<file path="src/rtl/kmeans_accumulator_k3_d5_if.sv">
// Handshake/bus bundle for kmeans_accumulator_k3_d5.
//   master : upstream sample source + downstream record sink (testbench side)
//   slave  : the accumulator itself
// Signals: start pulse, sample stream (in_valid/in_last/in_ready,
// input_data0..4, selected_centroid), drain stream (out_valid/out_ready,
// out_centroid_id, out_sum0..4, out_count) and the done pulse.
interface kmeans_accumulator_k3_d5_if #(
  parameter int unsigned input_data_width  = 16,
  parameter int unsigned centroid_id_width = 2,
  parameter int unsigned acc_width         = 32,
  parameter int unsigned count_width       = 16
) ();
  logic                         start;
  logic                         in_valid;
  logic                         in_last;
  logic                         in_ready;
  logic [input_data_width-1:0]  input_data0;
  logic [input_data_width-1:0]  input_data1;
  logic [input_data_width-1:0]  input_data2;
  logic [input_data_width-1:0]  input_data3;
  logic [input_data_width-1:0]  input_data4;
  logic [centroid_id_width-1:0] selected_centroid;
  logic                         out_valid;
  logic                         out_ready;
  logic [centroid_id_width-1:0] out_centroid_id;
  logic [acc_width-1:0]         out_sum0;
  logic [acc_width-1:0]         out_sum1;
  logic [acc_width-1:0]         out_sum2;
  logic [acc_width-1:0]         out_sum3;
  logic [acc_width-1:0]         out_sum4;
  logic [count_width-1:0]       out_count;
  logic                         done;

  modport master (
    output start, in_valid, in_last, selected_centroid,
    output input_data0, input_data1, input_data2, input_data3, input_data4,
    output out_ready,
    input  in_ready, out_valid, out_centroid_id, out_count, done,
    input  out_sum0, out_sum1, out_sum2, out_sum3, out_sum4
  );

  modport slave (
    input  start, in_valid, in_last, selected_centroid,
    input  input_data0, input_data1, input_data2, input_data3, input_data4,
    input  out_ready,
    output in_ready, out_valid, out_centroid_id, out_count, done,
    output out_sum0, out_sum1, out_sum2, out_sum3, out_sum4
  );
endinterface

</file>
<file path="src/rtl/kmeans_accumulator_k3_d5.sv">
// Per-epoch centroid accumulator, 3 centroids x 5 dimensions.
// Accumulates per-centroid coordinate sums and sample counts for one epoch,
// then drains one record per centroid (ids 0,1,2) with valid/ready.
// Ports:
//   clk    : clock, rising edge
//   rst_n  : synchronous active-low reset
//   bus    : kmeans_accumulator_k3_d5_if.slave (sample in, record out, start, done)
// Build option: KMEANS_ACC_SAT_EN makes sums/counts saturate instead of wrap.
module kmeans_accumulator_k3_d5 #(
  parameter int unsigned input_data_width  = 16,
  parameter int unsigned centroid_id_width = 2,
  parameter int unsigned acc_width         = 32,
  parameter int unsigned count_width       = 16
) (
  input logic                    clk,
  input logic                    rst_n,
  kmeans_accumulator_k3_d5_if.slave bus
);

  localparam int NK = 3;
  localparam int ND = 5;
`ifdef KMEANS_ACC_SAT_EN
  localparam int unsigned AW1 = acc_width + 1;
  localparam int unsigned CW1 = count_width + 1;
`endif

  typedef enum logic [1:0] {S_IDLE, S_ACCUM, S_DRAIN} state_e;

  state_e                       state_q, state_d;
  logic [1:0]                   idx_q, idx_d;
  logic [acc_width-1:0]         sum_q [NK][ND];
  logic [acc_width-1:0]         sum_d [NK][ND];
  logic [count_width-1:0]       cnt_q [NK];
  logic [count_width-1:0]       cnt_d [NK];

  logic                         in_ready_q, in_ready_d;
  logic                         out_valid_q, out_valid_d;
  logic                         done_q, done_d;
  logic [centroid_id_width-1:0] out_id_q, out_id_d;
  logic [acc_width-1:0]         out_sum_q [ND];
  logic [acc_width-1:0]         out_sum_d [ND];
  logic [count_width-1:0]       out_cnt_q, out_cnt_d;

  logic                         clear_c;
  logic                         accum_c;
  logic                         accept_c;
  logic [input_data_width-1:0]  data_c [ND];

  function automatic logic [acc_width-1:0] add_sum(input logic [acc_width-1:0]        a,
                                                    input logic [input_data_width-1:0] b);
`ifdef KMEANS_ACC_SAT_EN
    logic [AW1-1:0] s;
    s = AW1'(a) + AW1'(b);
    return s[AW1-1] ? '1 : s[acc_width-1:0];
`else
    return a + acc_width'(b);
`endif
  endfunction

  function automatic logic [count_width-1:0] inc_cnt(input logic [count_width-1:0] a);
`ifdef KMEANS_ACC_SAT_EN
    logic [CW1-1:0] s;
    s = CW1'(a) + CW1'(1);
    return s[CW1-1] ? '1 : s[count_width-1:0];
`else
    return a + count_width'(1);
`endif
  endfunction

  // Qualified events; start is only honoured outside DRAIN and beats a same-cycle sample
  always_comb begin
    data_c[0] = bus.input_data0;
    data_c[1] = bus.input_data1;
    data_c[2] = bus.input_data2;
    data_c[3] = bus.input_data3;
    data_c[4] = bus.input_data4;
    clear_c   = bus.start && (state_q != S_DRAIN);
    accum_c   = (state_q == S_ACCUM) && bus.in_valid && !bus.start;
    accept_c  = (state_q == S_DRAIN) && out_valid_q && bus.out_ready;
  end

  // State register
  always_ff @(posedge clk) begin
    if (!rst_n) begin
      state_q <= S_IDLE;
      idx_q   <= 2'd0;
    end else begin
      state_q <= state_d;
      idx_q   <= idx_d;
    end
  end

  // Next-state logic
  always_comb begin
    state_d = state_q;
    idx_d   = idx_q;
    case (state_q)
      S_IDLE: begin
        if (bus.start) state_d = S_ACCUM;
      end
      S_ACCUM: begin
        if (!bus.start && bus.in_valid && bus.in_last) begin
          state_d = S_DRAIN;
          idx_d   = 2'd0;
        end
      end
      S_DRAIN: begin
        if (accept_c) begin
          if (idx_q == 2'd2) state_d = S_IDLE;
          else               idx_d   = idx_q + 2'd1;
        end
      end
      default: state_d = S_IDLE;
    endcase
  end

  // Accumulator next values; ids outside 0..2 match no centroid and are dropped
  always_comb begin
    for (int k = 0; k < NK; k++) begin
      cnt_d[k] = cnt_q[k];
      for (int d = 0; d < ND; d++) sum_d[k][d] = sum_q[k][d];
      if (clear_c) begin
        cnt_d[k] = '0;
        for (int d = 0; d < ND; d++) sum_d[k][d] = '0;
      end else if (accum_c && (bus.selected_centroid == centroid_id_width'(k))) begin
        cnt_d[k] = inc_cnt(cnt_q[k]);
        for (int d = 0; d < ND; d++) sum_d[k][d] = add_sum(sum_q[k][d], data_c[d]);
      end
    end
  end

  // Output next values; the record tracks sum_d so the last sample lands in record 0
  always_comb begin
    in_ready_d  = (state_d == S_ACCUM);
    out_valid_d = (state_d == S_DRAIN);
    done_d      = accept_c && (idx_q == 2'd2);
    out_id_d    = out_id_q;
    out_cnt_d   = out_cnt_q;
    for (int d = 0; d < ND; d++) out_sum_d[d] = out_sum_q[d];
    if (state_d == S_DRAIN) begin
      out_id_d = centroid_id_width'(idx_d);
      for (int k = 0; k < NK; k++) begin
        if (idx_d == 2'(k)) begin
          out_cnt_d = cnt_d[k];
          for (int d = 0; d < ND; d++) out_sum_d[d] = sum_d[k][d];
        end
      end
    end
  end

  // Datapath and output registers
  always_ff @(posedge clk) begin
    if (!rst_n) begin
      for (int k = 0; k < NK; k++) begin
        cnt_q[k] <= '0;
        for (int d = 0; d < ND; d++) sum_q[k][d] <= '0;
      end
      in_ready_q  <= 1'b0;
      out_valid_q <= 1'b0;
      done_q      <= 1'b0;
      out_id_q    <= '0;
      out_cnt_q   <= '0;
      for (int d = 0; d < ND; d++) out_sum_q[d] <= '0;
    end else begin
      sum_q       <= sum_d;
      cnt_q       <= cnt_d;
      in_ready_q  <= in_ready_d;
      out_valid_q <= out_valid_d;
      done_q      <= done_d;
      out_id_q    <= out_id_d;
      out_cnt_q   <= out_cnt_d;
      out_sum_q   <= out_sum_d;
    end
  end

  assign bus.in_ready        = in_ready_q;
  assign bus.out_valid       = out_valid_q;
  assign bus.done            = done_q;
  assign bus.out_centroid_id = out_id_q;
  assign bus.out_count       = out_cnt_q;
  assign bus.out_sum0        = out_sum_q[0];
  assign bus.out_sum1        = out_sum_q[1];
  assign bus.out_sum2        = out_sum_q[2];
  assign bus.out_sum3        = out_sum_q[3];
  assign bus.out_sum4        = out_sum_q[4];

endmodule
</file>
<file path="src/flat_wrapper.sv">
// flat-port wrapper written by rule: the top's interface ports become plain ports
module kmeans_accumulator_k3_d5_flat 
#(
  parameter int unsigned input_data_width  = 16,
  parameter int unsigned centroid_id_width = 2,
  parameter int unsigned acc_width         = 32,
  parameter int unsigned count_width       = 16
)
  (clk, rst_n, bus_start, bus_in_valid, bus_in_last, bus_selected_centroid, bus_input_data0, bus_input_data1, bus_input_data2, bus_input_data3, bus_input_data4, bus_out_ready, bus_in_ready, bus_out_valid, bus_out_centroid_id, bus_out_count, bus_done, bus_out_sum0, bus_out_sum1, bus_out_sum2, bus_out_sum3, bus_out_sum4);
  kmeans_accumulator_k3_d5_if #(.input_data_width(input_data_width), .centroid_id_width(centroid_id_width), .acc_width(acc_width), .count_width(count_width)) bus_i ();
  input logic clk;
  input logic rst_n;
  input wire logic [$bits(bus_i.start)-1:0] bus_start;
  input wire logic [$bits(bus_i.in_valid)-1:0] bus_in_valid;
  input wire logic [$bits(bus_i.in_last)-1:0] bus_in_last;
  input wire logic [$bits(bus_i.selected_centroid)-1:0] bus_selected_centroid;
  input wire logic [$bits(bus_i.input_data0)-1:0] bus_input_data0;
  input wire logic [$bits(bus_i.input_data1)-1:0] bus_input_data1;
  input wire logic [$bits(bus_i.input_data2)-1:0] bus_input_data2;
  input wire logic [$bits(bus_i.input_data3)-1:0] bus_input_data3;
  input wire logic [$bits(bus_i.input_data4)-1:0] bus_input_data4;
  input wire logic [$bits(bus_i.out_ready)-1:0] bus_out_ready;
  output wire logic [$bits(bus_i.in_ready)-1:0] bus_in_ready;
  output wire logic [$bits(bus_i.out_valid)-1:0] bus_out_valid;
  output wire logic [$bits(bus_i.out_centroid_id)-1:0] bus_out_centroid_id;
  output wire logic [$bits(bus_i.out_count)-1:0] bus_out_count;
  output wire logic [$bits(bus_i.done)-1:0] bus_done;
  output wire logic [$bits(bus_i.out_sum0)-1:0] bus_out_sum0;
  output wire logic [$bits(bus_i.out_sum1)-1:0] bus_out_sum1;
  output wire logic [$bits(bus_i.out_sum2)-1:0] bus_out_sum2;
  output wire logic [$bits(bus_i.out_sum3)-1:0] bus_out_sum3;
  output wire logic [$bits(bus_i.out_sum4)-1:0] bus_out_sum4;
  assign bus_i.start = bus_start;
  assign bus_i.in_valid = bus_in_valid;
  assign bus_i.in_last = bus_in_last;
  assign bus_i.selected_centroid = bus_selected_centroid;
  assign bus_i.input_data0 = bus_input_data0;
  assign bus_i.input_data1 = bus_input_data1;
  assign bus_i.input_data2 = bus_input_data2;
  assign bus_i.input_data3 = bus_input_data3;
  assign bus_i.input_data4 = bus_input_data4;
  assign bus_i.out_ready = bus_out_ready;
  assign bus_in_ready = bus_i.in_ready;
  assign bus_out_valid = bus_i.out_valid;
  assign bus_out_centroid_id = bus_i.out_centroid_id;
  assign bus_out_count = bus_i.out_count;
  assign bus_done = bus_i.done;
  assign bus_out_sum0 = bus_i.out_sum0;
  assign bus_out_sum1 = bus_i.out_sum1;
  assign bus_out_sum2 = bus_i.out_sum2;
  assign bus_out_sum3 = bus_i.out_sum3;
  assign bus_out_sum4 = bus_i.out_sum4;
  kmeans_accumulator_k3_d5 #(.input_data_width(input_data_width), .centroid_id_width(centroid_id_width), .acc_width(acc_width), .count_width(count_width)) u_core (.clk(clk), .rst_n(rst_n), .bus(bus_i));
endmodule
</file>
<file path="config.mk">
export PLATFORM = sky130hd
export DESIGN_NAME = kmeans_accumulator_k3_d5_flat
export DESIGN_NICKNAME = d
export VERILOG_FILES = /design/src/rtl/kmeans_accumulator_k3_d5_if.sv /design/src/rtl/kmeans_accumulator_k3_d5.sv /design/src/flat_wrapper.sv
export SDC_FILE = /design/constraint.sdc
export NUM_CORES = 2
export LEC_CHECK = 0
export CAP_MARGIN = 20
export CORE_ASPECT_RATIO = 1.25
export CORE_UTILIZATION = 50
export CTS_CLUSTER_DIAMETER = 50
export DETAILED_ROUTE_END_ITERATION = 7
export DONT_BUFFER_PORTS = 1
export PLACE_DENSITY = 0.68
export REMOVE_ABC_BUFFERS = 1
export SYNTH_ARGS = -nofsm -noshare
export SYNTH_HDL_FRONTEND = slang
export SYNTH_SLANG_ARGS = --single-unit
</file>
<file path="constraint.sdc">
create_clock -name clk -period 3 [get_ports clk]
set_input_delay 0.45 -clock clk [delete_from_list [all_inputs] [get_ports clk]]
set_output_delay 0.45 -clock clk [all_outputs]
set_load 0.1 [all_outputs]
</file>
# After elaboration in Yosys (flattened, before gate mapping)
# Cells that the tools add are included.
# totals
ff_bits,713
in_bits,88
out_inout_bits,181
elab_cells,103
# op_classes
addsub,19
eq_ne,10
n_mux,27
reduce_logical,17
# op_table
cell,n
$mux W160,9
$add A32 B16 Y32,15
$mux W16,9
$add A16 B1 Y16 const B,3
$mux W2,7
$logic_and A1 B1 Y1,11
$eq A2 B2 Y1 const B,5
$eq A2 B1 Y1 const B,4
$logic_not A2 Y1,3
$pmux W2 S3,1
$pmux W2 S2,1
$reduce_bool A3 Y1,1
$add A2 B1 Y2 const B,1
$ne A2 B2 Y1 const B,1
$reduce_and A2 Y1,1
$logic_not A1 Y1,1

# Logic depth before layout (Yosys ltp)
# depth
depth_word,9
depth_mapped,13
mapped_depth_nobuf,11

# Worst setup path before layout
# OpenSTA, ideal clock, no wires.
# synth_path
path_kind,register to register
from,register u_core.out_valid_q (netlist: u_core.bus.out_valid)
to,"register u_core.out_sum_q, in the netlist u_core.bus.out_sum4[15]"
setup_ns,0.122
arrival_ns,3.046
required_ns,2.878
setup_slack_ns,-0.168
stages_incl_launch_ff,9
path_buffers,1
synth_period_minus_slack_ns,3.168
path_cell_list,dfxtp_1 > nand3_1 > a221o_1 > a211oi_2 > o21ai_1 > clkbuf_1 > nor2_1 > o221ai_1 > a221o_1
# synth_via
elab_chain_cells,7
word_cells_on_any_way,14
cone_classes,eq/ne (3); mux (6); reduce/logical (5)
# synth_rtl
item,line_no,rtl
from (decl),kmeans_accumulator_k3_d5.sv:37,"logic out_valid_q, out_valid_d;"
from (signal assigned),kmeans_accumulator_k3_d5.sv:168,out_valid_q <= out_valid_d;
$logic_and A1 B1 Y1 (*) (2 in a row),kmeans_accumulator_k3_d5.sv:79,accept_c = (state_q == S_DRAIN) && out_valid_q && bus.out_ready;
$mux W2,kmeans_accumulator_k3_d5.sv:108,if (accept_c) begin
$pmux W2 S2,kmeans_accumulator_k3_d5.sv:97,case (state_q)
$eq A2 B2 Y1 (tied with other cells),kmeans_accumulator_k3_d5.sv:143,if (idx_d == 2'(k)) begin
$reduce_bool A3 Y1 (no line) / $mux W160 (equally long branches),--,
$reduce_and A2 Y1 (no line) / $mux W160 (equally long branches),--,
to (signal assigned),kmeans_accumulator_k3_d5.sv:172,out_sum_q <= out_sum_d;
to (decl),kmeans_accumulator_k3_d5.sv:40,logic [acc_width-1:0] out_sum_q [ND];
# Every way passes the cells marked *; elsewhere a longest branch is shown, timed or not.
# A chain may end at the register's enable or synchronous reset.

# Worst setup path after layout
# layout_path
from,register u_core.sum_q[448] in the netlist's numbering
to,"register u_core.out_sum_q, in the netlist u_core.bus.out_sum0[24]"
# layout_via
elab_chain_cells,6
# layout_rtl
item,line_no,rtl
from (decl),kmeans_accumulator_k3_d5.sv:31,logic [acc_width-1:0] sum_q [NK][ND];
from (signal assigned),kmeans_accumulator_k3_d5.sv:165,sum_q <= sum_d;
$add A32 B16 Y32,kmeans_accumulator_k3_d5.sv:56,return a + acc_width'(b);
$mux W160,kmeans_accumulator_k3_d5.sv:125,end else if (accum_c && (bus.selected_centroid == centroid_id_width'(k))) begin
$mux W160,kmeans_accumulator_k3_d5.sv:122,if (clear_c) begin
$mux W160 (3 in a row),kmeans_accumulator_k3_d5.sv:143,
# No other way between the ends. The select of a mux whose other input is x is not followed.

==> impl_metrics.env <==
export IMPL_outcome="finished, final reports clean"
export IMPL_gr_total_overflow=0
export IMPL_synthesized_instance_count=5069
export IMPL_die_area_sq_um=84000
export IMPL_ff2ff_path_depth=12
export IMPL_cellInternalPower_mw=16.7
export IMPL_netlist_top_cells_area="dfxtp_1 34%, ha_1 7.5%, nor2_1 6.9%"
export IMPL_gp_congestion=0.964
export IMPL_seq_area_frac_synth=0.344
export IMPL_timing_hold_worst_start="bus_input_data3[0]"
export IMPL_post_synth_top_area_fraction=0.344
export IMPL_routedWlPerCell_microns=23.7
export IMPL_regToRegStartpoint="u_core.sum_q[448]$_SDFF_PN0_"
export IMPL_die_height_microns=324
export IMPL_critical_path_top_delay_family="compound AO/OA/AOI/OAI gates"
export IMPL_grt_antenna_before_repair=6
export IMPL_yosys_area_share_adder=0.0824
export IMPL_yosys_most_used_dff="dfxtp_1"
export IMPL_ir_drop_v=0.000382
export IMPL_iteration_0_drc_count_of_the_detailed_router=3608
export IMPL_place_port_buffers=0
export IMPL_cts_tree="yes"
export IMPL_slew_limit_headroom=0.233
export IMPL_placed_cell_area_sq_um=46100
export IMPL_critPathCaptureType="register"
export IMPL_grt_max_degree=81
export IMPL_hold_path_endpoint="u_core.sum_q[352]$_SDFF_PN0_"
export IMPL_clockRootBuffer="clkbuf_16"
export IMPL_routed_wl_mm=156
export IMPL_timing_final_crit_share=0.996
export IMPL_vias_in_the_first_global_route=39842
export IMPL_start_kind="register"
export IMPL_power_share_sequential=0.432
export IMPL_rsz0062_at_grt="true"
export IMPL_fin_crit_ns=2.99
export IMPL_worst_skew_pair_late_latency_ns=0.69
export IMPL_routed_via_density=6.18
export IMPL_ys_types=104
export IMPL_tightest_hold_margin_ns=0.0634
export IMPL_fillerInstances=7120
export IMPL_ctsHtreeMaxLevel=3
export IMPL_grt_first_pass_wirelength_mm=232
export IMPL_cts_sinks=713
export IMPL_clk_buf_depth=3
export IMPL_setup_violations=0
export IMPL_synth_edf_count=0
export IMPL_worst_slew_pin_transition_ns=1.15
export IMPL_cap_violations=0
export IMPL_clockPowerShare=0.500
export IMPL_synth_simple_area_share=0.207
export IMPL_synthToLayoutAreaGrowth_pct=22.0
export IMPL_cts_made_buffers=89
export IMPL_worstSetupPathType="reg2reg"
export IMPL_timing_critical_path_slowest_cell_delay_ns=0.43
export IMPL_dp_final_hpwl_mm=107
export IMPL_ioPinCount=269
export IMPL_switching_share=0.259
export IMPL_r2r_end="u_core.bus.out_sum0[24]$_SDFFE_PN0P_"
export IMPL_synthXorXnorAreaFrac=0.0981
export IMPL_worst_ep_required_time_ns=3.58
export IMPL_antenna_violating_nets_post_route=0
export IMPL_drive_gt1_frac=0.174
export IMPL_synth_yosys_warnings=0
export IMPL_route_vias_total=40609
export IMPL_critical_path_cell_count=12
export IMPL_die_x_microns=259
export IMPL_first_pass_iters=6
export IMPL_arrival_ns=3.57
export IMPL_netlist_top_cell_by_area="dfxtp_1"
export IMPL_place_inst=6371
export IMPL_postLayoutCellArea_sq_um=50600
export IMPL_fp_row_count=117
export IMPL_grtUsageTotal=0.361
export IMPL_hold_path_class="in2reg"
export IMPL_share_of_the_synthesized_area_in_compound_gates_ao_oa_aoi_oai=0.216
export IMPL_post_route_util=0.619
export IMPL_num_nets_final=5787
export IMPL_finalHoldViolCount=0
export IMPL_syn_cell_area_sq_um=41400
export IMPL_buf_inv_stages_crit_path=1
export IMPL_achievable_frequency_ghz=0.335
export IMPL_finalMaxSlewViolations=0
export IMPL_synth_async_sr_flop_share=0
export IMPL_dr_drc_count=0
export IMPL_static_leakage_power_nw=19.7
export IMPL_count_of_state_elements_after_synthesis=713
export IMPL_yosys_mux_area_fraction=0.0204
export IMPL_hold_path_depth=3
export IMPL_crit_path_top_delay_cell="or3b_4"
export IMPL_floorplan_initialDensity=0.507
export IMPL_power_combinational_fraction=0.068
export IMPL_instances_no_fill=6576
export IMPL_most_common_layout_cells="743 x nor2_1, 706 x dfxtp_1, 477 x buf_4, 451 x nand2_1, 355 x a21oi_1"
export IMPL_p_sw_mw=5.85
export IMPL_synth_top_family_by_area="compound AO/OA/AOI/OAI gates"
export IMPL_ff2ff_setup_slack_ns=0.01
export IMPL_worstPathMaxFanout=7
export IMPL_clock_skew_ns=0.0416
export IMPL_synth_area_per_cell_sq_um=8.17
export IMPL_crit_path_cell_chain="ha_4, fa_2, a21o_1, o2bb2ai_2, or3b_4, a311oi_2, o21bai_1, buf_6, nand3_2, xor2_1, o221ai_1, o221a_2"
export IMPL_core_sq_um=81700
export IMPL_power_density_nw_per_um2=446
export IMPL_layout_cells_most_common="nor2_1"
export IMPL_cts_clk_slew_worst_paths_ns=0.06
## logic make-up after synthesis
group	count (synthesis)
AO/OA/AOI/OAI	1330
XOR/XNOR	464
adder cells (fa/ha/maj)	264
buffers and inverters	332
flip-flops	713
multiplexers	84
AND/OR/NAND/NOR	1882
## final cells by class
class                   count  area, sq um  area share
well taps                1071         1340      0.0265
repair buffers            537         4640      0.0918
clock buffers             120         2600      0.0514
clock inverters            40          463     0.00916
flip-flops and latches    713        14300       0.282
inverters                  69          262     0.00517
multi-input cells        4025        27000       0.534
diodes                      1         2.50   0.0000495
## per-stage QoR
step,setup slack (ns),power (mW),setup TNS (ns)
detailed placement,-0.387,11.3,-12.91
CTS,0.000288,22.6,0
floorplan,-10.0,10.8,-3930.18
finish,0.0115,22.6,0
global route,-0.0810,23.1,-0.597
global placement,-0.410,11.3,-12.45
## cell usage after synthesis, types with 11 or more instances
cell type  number
nor3_1         90
xor2_1        220
and4_1         15
nor2_1        757
nand2b_1       20
inv_1          68
o21bai_1       28
nand4_1        84
clkbuf_1      197
o21ai_1        33
and3_1         87
o211ai_1       24
a31oi_1        47
ha_1          249
o21ai_0       243
o22ai_1        40
nor2b_1        17
a21o_1         84
o21a_1         44
or3_1          15
nor4_1         17
a311oi_1       11
o221ai_1       65
dfxtp_1       713
nand2_1       462
o31ai_1        24
a21oi_1       362
buf_1          30
mux2i_1        81
fa_1           15
a211oi_1       60
buf_2          33
a221oi_1       34
xnor2_1       244
nand3_1       176
o221a_2        60
and2_1         87
## repair_timing
action | CTS | global route
hold buffers | 13 | 0
gates cloned | 1 | 0
gates resized for setup | 26 | 173
endpoints found under the hold margin | 80 | 0
buffers inserted | 10 | 20
pin swaps | 12 | 93
setup endpoints to repair | 56 | 134
## tightest hold or removal path, stage by stage
cell	delay, ns
ha_1	0.11
mux2i_1	0.08
nor2_1	0.08
## worst max path at each step
stage / start / end / slack, ns
floorplan: u_core.bus.out_valid$_SDFF_PN0_ / u_core.bus.out_sum1[26]$_SDFFE_PN0P_ / -10.0
global placement: bus_input_data2[0] / u_core.bus.out_sum2[21]$_SDFFE_PN0P_ / -0.41
detailed placement: bus_input_data2[0] / u_core.bus.out_sum2[21]$_SDFFE_PN0P_ / -0.39
CTS: u_core.sum_q[416]$_SDFF_PN0_ / u_core.bus.out_sum1[22]$_SDFFE_PN0P_ / 0.0003
global route: u_core.sum_q[448]$_SDFF_PN0_ / u_core.bus.out_sum0[24]$_SDFFE_PN0P_ / -0.08
finish: u_core.sum_q[448]$_SDFF_PN0_ / u_core.bus.out_sum0[24]$_SDFFE_PN0P_ / 0.01
## sequential cells by signal, indices dropped and copies added (netlist names)
name	flops
u_core.bus.done	1
u_core.bus.in_ready	1
u_core.bus.out_centroid_id	2
u_core.bus.out_count	16
u_core.bus.out_sum0	32
u_core.bus.out_sum1	32
u_core.bus.out_sum2	32
u_core.bus.out_sum3	32
u_core.bus.out_sum4	32
u_core.bus.out_valid	1
u_core.cnt_q	48
u_core.idx_q	2
u_core.state_q	2
u_core.sum_q	480
## power groups by stage
stage                     logic [mW]  clock network (mW)  registers (mW)
after floorplan                0.822                   0            9.97
after global placement          1.34                   0            9.97
after detailed placement        1.36                   0            9.97
after CTS                       1.47                11.3            9.76
after global routing            1.64                11.7            9.76
final                           1.53                11.3            9.76
## layer usage
layer,track usage,up-vias,part of all wire
li1,-,18982,-
met1,0.412,19464,0.38
met2,0.606,1700,0.47
met3,0.0960,459,0.094
met4,0.208,4,0.060
met5,0,-,0.00022
Power figures use the tool's default switching activity.
